$ cat config.mk
export PLATFORM = sky130hd
export DESIGN_NAME = serial_pattern_tx
export DESIGN_NICKNAME = d
export VERILOG_FILES = /design/src/rtl/serial_pattern_tx.sv
export SDC_FILE = /design/constraint.sdc
export NUM_CORES = 1
export LEC_CHECK = 0
export ABC_AREA = 1
export CORE_MARGIN = 2
export CORE_UTILIZATION = 30
export DETAILED_ROUTE_END_ITERATION = 8
export PLACE_DENSITY_LB_ADDON = 0.3
export SYNTH_ARGS = -nofsm -noshare
export SYNTH_HDL_FRONTEND = slang
export SYNTH_SLANG_ARGS = --single-unit
$ cat constraint.sdc
create_clock -name clk -period 1.5 [get_ports clk]
set_input_delay 0.375 -clock clk [delete_from_list [all_inputs] [get_ports clk]]
set_output_delay 0.375 -clock clk [all_outputs]
set_load 0.02 [all_outputs]
$ cat src/rtl/serial_pattern_tx.sv
// rtl/serial_pattern_tx.sv - MSB-first serial pattern transmitter with repeat count and idle-high gap
module serial_pattern_tx #(
    parameter int WIDTH = 8,
    parameter int LEN_W = 4,
    parameter int CNT_W = 4,
    parameter int GAP   = 2
) (
    input  logic             clk,
    input  logic             rst,
    input  logic             start,
    input  logic [WIDTH-1:0] pattern,
    input  logic [LEN_W-1:0] len,
    input  logic [CNT_W-1:0] reps,
    output logic             sout,
    output logic             sout_valid,
    output logic             busy,
    output logic             done
);

    typedef enum logic [1:0] {IDLE, SHIFT, GAP_WAIT} state_t;

    localparam int               GAP_W    = (GAP > 1) ? $clog2(GAP) : 1;
    localparam logic [GAP_W-1:0] GAP_LAST = GAP_W'((GAP > 0) ? GAP - 1 : 0);
    localparam logic [LEN_W-1:0] WIDTH_L  = LEN_W'(WIDTH);
    localparam logic [LEN_W-1:0] ONE_L    = LEN_W'(1);
    localparam logic [CNT_W-1:0] ONE_C    = CNT_W'(1);

    state_t           state_q, state_d;
    logic [WIDTH-1:0] pat_q, pat_d;
    logic [LEN_W-1:0] len_q, len_d;
    logic [LEN_W-1:0] idx_q, idx_d;
    logic [CNT_W-1:0] rep_q, rep_d;
    logic [GAP_W-1:0] gap_q, gap_d;
    logic             sout_d, valid_d, busy_d, done_d;
    logic [LEN_W-1:0] eff_len;

    // Shift instead of a variable bit-select so the index width need not match WIDTH.
    function automatic logic pick(input logic [WIDTH-1:0] p, input logic [LEN_W-1:0] i);
        logic [WIDTH-1:0] s;
        s = p >> i;
        return s[0];
    endfunction

    always_ff @(posedge clk) begin
        if (rst) begin
            state_q    <= IDLE;
            pat_q      <= '0;
            len_q      <= '0;
            idx_q      <= '0;
            rep_q      <= '0;
            gap_q      <= '0;
            sout       <= 1'b1;
            sout_valid <= 1'b0;
            busy       <= 1'b0;
            done       <= 1'b0;
        end else begin
            state_q    <= state_d;
            pat_q      <= pat_d;
            len_q      <= len_d;
            idx_q      <= idx_d;
            rep_q      <= rep_d;
            gap_q      <= gap_d;
            sout       <= sout_d;
            sout_valid <= valid_d;
            busy       <= busy_d;
            done       <= done_d;
        end
    end

    // Next-state logic computes the values the outputs will carry in the following cycle.
    always_comb begin
        state_d = state_q;
        pat_d   = pat_q;
        len_d   = len_q;
        idx_d   = idx_q;
        rep_d   = rep_q;
        gap_d   = gap_q;
        sout_d  = 1'b1;
        valid_d = 1'b0;
        busy_d  = 1'b0;
        done_d  = 1'b0;
        eff_len = (len > WIDTH_L) ? WIDTH_L : len;

        case (state_q)
            IDLE: begin
                if (start && (len != '0)) begin
                    state_d = SHIFT;
                    pat_d   = pattern;
                    len_d   = eff_len;
                    rep_d   = (reps == '0) ? ONE_C : reps;
                    idx_d   = eff_len - ONE_L;
                    sout_d  = pick(pattern, eff_len - ONE_L);
                    valid_d = 1'b1;
                    busy_d  = 1'b1;
                end
            end
            SHIFT: begin
                busy_d = 1'b1;
                if (idx_q != '0) begin
                    idx_d   = idx_q - ONE_L;
                    sout_d  = pick(pat_q, idx_q - ONE_L);
                    valid_d = 1'b1;
                end else if (rep_q > ONE_C) begin
                    rep_d = rep_q - ONE_C;
                    if (GAP > 0) begin
                        state_d = GAP_WAIT;
                        gap_d   = GAP_LAST;
                    end else begin
                        idx_d   = len_q - ONE_L;
                        sout_d  = pick(pat_q, len_q - ONE_L);
                        valid_d = 1'b1;
                    end
                end else begin
                    state_d = IDLE;
                    busy_d  = 1'b0;
                    done_d  = 1'b1;
                end
            end
            GAP_WAIT: begin
                busy_d = 1'b1;
                if (gap_q == '0) begin
                    state_d = SHIFT;
                    idx_d   = len_q - ONE_L;
                    sout_d  = pick(pat_q, len_q - ONE_L);
                    valid_d = 1'b1;
                end else begin
                    gap_d = gap_q - 1'b1;
                end
            end
            default: begin
                state_d = IDLE;
                idx_d   = '0;
                rep_d   = '0;
                gap_d   = '0;
            end
        endcase
    end

endmodule

==> results of run 1 <==
==> cells in the mapped netlist (all sizes together) <==
cell type	number
nand2	90
inv	41
nand3	32
dfxtp	27
a21oi	25
nor2	24
o21ai	16
ha	6
buf	3
or2	2
xnor2	2
a22oi	1
clkbuf	1
clkinv	1
nor3	1
o211ai	1
o221ai	1
o22ai	1
==> worst max-delay path: stages (launching register included) <==
cell	delay [ps]
dfxtp_1	340
inv_1	70
ha_1	170
or2_4	260
nand3_4	80
nand2_2	70
nor2_4	150
nand2_1	70
a21oi_1	120
==> cells by family after synthesis <==
family | after synthesis | share of synthesized area [%]
AO/OA/AOI/OAI | 45 | 14.0
XOR/XNOR | 2 | 1.04
adder cells (fa/ha/maj) | 6 | 4.48
buffers and inverters | 46 | 10.4
flip-flops | 27 | 32.2
AND/OR/NAND/NOR | 149 | 37.8
==> per-layer routing <==
metal  vias to the layer above  wire (um)  share of wire, %
met5                         -          0                 0
met4                         0         57               1.2
met1                       829       2200                47
met2                        27       2320                49
li1                        974          -                 -
met3                         5        117               2.5
==> what timing repair did <==
| item | 4_1_cts | 5_1_grt |
|---|---|---|
| endpoints found under the hold margin | 0 | 0 |
| gates resized for setup | 16 | 21 |
| setup buffers | 0 | 4 |
| hold buffers | 0 | 0 |
| setup endpoints to repair | 11 | 9 |
| pin swaps | 2 | 7 |
==> worst paths after layout <==
kind	end	slack, ps	cells past startpoint
setup / recovery	rep_q[2]	100	8
hold / removal	pat_q[1]	480	2
setup reg to reg	rep_q[2]	100	8
hold reg to reg	pat_q[1]	480	2
==> registers in the layout, indices dropped and copies added, names as in the netlist <==
signal	cells
pat_q	8
len_q	4
idx_q	4
gap_q	1
done	1
rep_q	4
sout	1
sout_valid	1
busy	1
state_q	2
==> power by group <==
group | leakage (nW) | internal (mW) | total [mW] | switching, mW
Combinational | 0.850 | 0.974 | 2.27 | 1.29
Sequential | 0.224 | 0.929 | 1.07 | 0.142
Clock | 0.0228 | 0.191 | 0.437 | 0.246
==> final cells by class <==
class                   instances  area (um2)  area share (%)
clock buffers                   4        45.0            1.93
inverters                      42         159            6.81
multi-input cells             202        1050            45.1
flip-flops and latches         27         546            23.4
well taps                      72        90.1            3.86
repair buffers                 50         443            19.0
==> impl_metrics.yaml, run 1 <==
outcome:
  status: "completed"
yosys:
  yosysWarnings: 0
  synth_top_area_share_pct: 32.2
  yosys-top-cells-area: "dfxtp_1 32%, nand2_1 20%, nand3_1 8.7%"
  syn_avg_cell_area_um2: 6.10
  synth_area_um2: 1680
  yosys.area.top_type: "dfxtp_1"
  yosysSeqAreaShare_pct: 32.2
  synthCells: 275
  ys_seq_elements: 27
  synth_nets: 300
  netlist-cell-type-count: 24
clocking:
  htreeDepth: 1
  cts_buffers: 3
  cts_tree: "done"
  cts.clk_slew.worst_paths_ps: 100
  clock_sinks: 27
  clock_path_buffers: 2
  root_buffer: "clkbuf_8"
  clkLatencyLatePin_ps: 280
power_and_ir_drop:
  power_leakage_nw: 1.10
  totalPowerFinal_mw: 3.77
  p_per_area_nw_per_um2: 1620
  max-vdd-ir-drop_v: 0.000864
global_routing:
  grt_usage_pct: 15.1
  grt_pass1_vias: 1641
  antenna_found_initial: 0
  grt_pass1_wl_mm: 7.43
  use_met1_pct: 19.5
  busiest_layer: "met2"
  grt.overflow.total: 0
  gr-usage-met3_pct: 2.16
  use_met2_pct: 26.0
  grt_max_degree: 21
placed_design:
  dpl_cell_area_um2: 2180
  dp_worst_setup_slack_ps: -534
  dp_hpwl_mm: 3.61
  numPlacedInstances: 389
  port_buffers: 22
  routabilityCongestion: 0.860
hold_path:
  min-delay-start: "pat_q[1]"
  hold_class: "flop to flop"
final_layout:
  fillers: 584
  mostFrequentLayoutCells: "87 x nand2_1, 35 x inv_1, 27 x nand3_1, 26 x buf_4, 23 x dfxtp_1"
  final_cells: 397
  fin_area_um2: 2330
  area_growth_pct: 39.3
  insertedDiodeCount: 0
  utilization_pct: 42.9
  drive_above_1_share_pct: 20.0
  final_common_cell: "nand2_1"
  final_nets: 351
timing:
  worst_pin_slew_ps: 340
  finalHoldWorstSlack_ps: 479
  setup_viol: 0
  fin_crit_sh_pct: 93.1
  post-route-min-period_ps: 1400
  setup_tns_ps: 0
  slew_violations: 0
  setup_ws_ps: 103
  skew_ps: 7.10
  final_hold_viol_count: 0
  fmax_ghz: 0.716
  maxSlewHeadroom_pct: 77.3
die:
  start_util_pct: 30.8
  placeableCoreArea_um2: 5440
  num_rows: 27
  die_h_um: 78.8
  die_x_um: 78.8
  die-area_um2: 6200
  ios: 23
drt:
  drtAntennaViolNets: 0
  vias_per_cell: 4.62
  dr.pass1.iters: 4
  drt_iter0_markers: 100
  drc_errors: 0
  via_count: 1835
  wirelength_mm: 4.69
  wl_per_cell_um: 11.8
setup_path:
  crit_path_start: "rep_q[1]"
  worstSetupPathType: "flop to flop"
  path_max_fanout: 4
  cp.required_ps: 1720
  cp.arrival_ps: 1610
  worst_setup_path_start_kind: "flop"
  cp-end-kind: "flop"
  r2r-start: "rep_q[1]"
run:
  cap_violations: 0
No activity file was read; power rests on OpenSTA's default activity.
==> inputs of run 2 (changes only) <==
GPL_TIMING_DRIVEN = 0   (was default)
==> run 2 against run 1 <==
  * Clock skew down 1.0 ps
  * Sequential power up 4%
  * Clock-buffer cell count stayed put
  * Final area down 4.4%
  * Die area is the same
  * Global-route usage shrank 0.052 points
  * Combinational power fell by 6%
  * Power decreased by 2.8%
  * Via count down 2.8%
  * Sequential share of layout area rose by 1.4 points
==> impl_metrics.yaml, run 2 (same netlist as run 1, synthesis figures left out) <==
timing:
  finalHoldWorstSlack_ps: 392
  fin_crit_sh_pct: 95.5
  maxSlewHeadroom_pct: 65.8
  worst_pin_slew_ps: 513
  rsz0062_at_grt: "yes"
  setup_viol: 0
  fmax_ghz: 0.698
  post-route-min-period_ps: 1430
  final_hold_viol_count: 0
  skew_ps: 6.09
  slew_violations: 0
global_routing:
  grt_pass1_wl_mm: 7.53
  grt_max_degree: 15
  grt_pass1_vias: 1635
  grt_usage_pct: 15.1
  grt.overflow.total: 0
  antenna_found_initial: 0
final_layout:
  fin_area_um2: 2230
  top_register: "pat_q"
  insertedDiodeCount: 0
  final_cells: 384
  drive_above_1_share_pct: 19.9
  mostFrequentLayoutCells: "83 x nand2_1, 33 x inv_1, 27 x nand3_1, 22 x a21oi_1, 22 x dfxtp_1"
  final_common_cell: "nand2_1"
  fillers: 579
  largest_reg_flops: 8
  final_nets: 338
  utilization_pct: 41.0
  area_growth_pct: 33.1
die:
  num_rows: 27
  ios: 23
  die_x_um: 78.8
  die_h_um: 78.8
  start_util_pct: 30.8
  placeableCoreArea_um2: 5440
  die-area_um2: 6200
placed_design:
  dp_hpwl_mm: 3.44
  port_buffers: 22
  routabilityCongestion: 0.809
  dpl_cell_area_um2: 1990
  numPlacedInstances: 369
drt:
  dr.pass1.iters: 4
  wl_met1_mm: 2.18
  wl_per_cell_um: 12.0
  via_count: 1783
  highest_layer: "met4"
  drc_errors: 0
  vias_per_cell: 4.64
  dr_wl_met2_mm: 2.22
  drt_iter0_markers: 62
  drtAntennaViolNets: 0
  wirelength_mm: 4.59
  wl_met3_um: 173
clocking:
  holdBufCountCts: 0
  htreeDepth: 1
  root_buffer: "clkbuf_8"
  cts.clk_slew.worst_paths_ps: 100
  clkLatencyLatePin_ps: 270
  clock_path_buffers: 2
  cts_tree: "done"
  clock_sinks: 27
  cts_buffers: 3
setup_path:
  reg2reg_depth: 8
  worstSetupPathType: "flop to flop"
  worst_setup_path_start_kind: "flop"
  crit_path_start: "rep_q[0]"
  reg2reg_to: "rep_q[2]"
  rrSetupSlack_ps: 70
  cp.required_ps: 1710
  cp-end-kind: "flop"
  r2r-start: "rep_q[0]"
  path_max_fanout: 4
  crit_end: "rep_q[2]"
  cp.arrival_ps: 1640
power_and_ir_drop:
  p_per_area_nw_per_um2: 1640
  clkPwrFrac_pct: 11.7
  sw_frac_of_total_pct: 45.5
  power_frac_comb_pct: 58.2
  max-vdd-ir-drop_v: 0.000732
  power_leakage_nw: 1.03
  p_seq_share_pct: 30.1
  internal_power_mw: 2.00
  power_switching_mw: 1.67
  totalPowerFinal_mw: 3.67
outcome:
  status: "completed"
run:
  cap_violations: 0
hold_path:
  hold_class: "input pin to flop"
## run 2: cell types whose count changed in the layout (fill, tap and decap cells not counted), moves of 2 or more
cell           delta
buf_12            -2
dfxtp_4           +2
nor2_4            +2
buf_2             +3
clkbuf_2          +2
dlygate4sd2_1     -2
buf_4            -15
nand2_2           +3
nand2_1           -4
inv_1             -2
## run 2: layout make-up
cell class	instances	area (um2)	area share, %
buffer	4	21.3	0.953
timing repair buffer	33	278	12.4
multi-input combinational	202	1080	48.3
inverter	42	168	7.51
tap	72	90.1	4.04
sequential	27	552	24.7
clock buffer	4	45.0	2.02
## run 2: how the worst min path moves through the flow
| stage | cells past startpoint | to | start |
|---|---|---|---|
| after detailed placement | 2 | pat_q[1] | pat_q[1] |
| after global routing | 3 | len_q[1] | len[1] |
| after CTS | 2 | pat_q[1] | pat_q[1] |
| after global placement | 2 | pat_q[1] | pat_q[1] |
| final | 3 | len_q[1] | len[1] |
| after floorplan | 2 | pat_q[1] | pat_q[1] |
## run 2: what timing repair did
item	in CTS	in global routing
pin swaps	3	10
buffers inserted	2	9
gates resized for setup	33	29
endpoints found under the setup margin	23	17
## run 2: layer usage
metal,GRT usage [%],vias to the layer above
li1,-,951
met1,19.5,799
met2,26.6,31
met3,2.05,2
met5,0,-
met4,3.33,0
## run 2: power groups by stage
stage,logic (mW),registers (mW),clock network [mW]
final,2.13,1.11,0.429
after global routing,2.40,1.13,0.483
after CTS,1.84,1.10,0.443
after detailed placement,1.78,1.10,0
after global placement,1.77,1.10,0
after floorplan,1.29,1.10,0
## run 2: critical path: stages, from the launching register on
cell	delay [ps]
dfxtp_2	370
inv_1	60
ha_2	190
or2_4	250
nand3_4	80
nand2_2	70
nor2_4	160
nand2_1	70
a21oi_1	110
## run 2: per-stage QoR
stage          setup slack [ps]  setup TNS (ps)
2_1_floorplan              7.53               0
3_3_place_gp               -808           -9080
3_5_place_dp               -816           -9300
4_1_cts                   -15.6           -15.6
5_1_grt                   -30.6           -71.8
6_report                   67.5               0
==> inputs of run 3 (changes only) <==
CTS_CLUSTER_DIAMETER = 40   (was default)
==> results of run 3 <==
Final layout, timing and power as in run 2 (identical DEF).
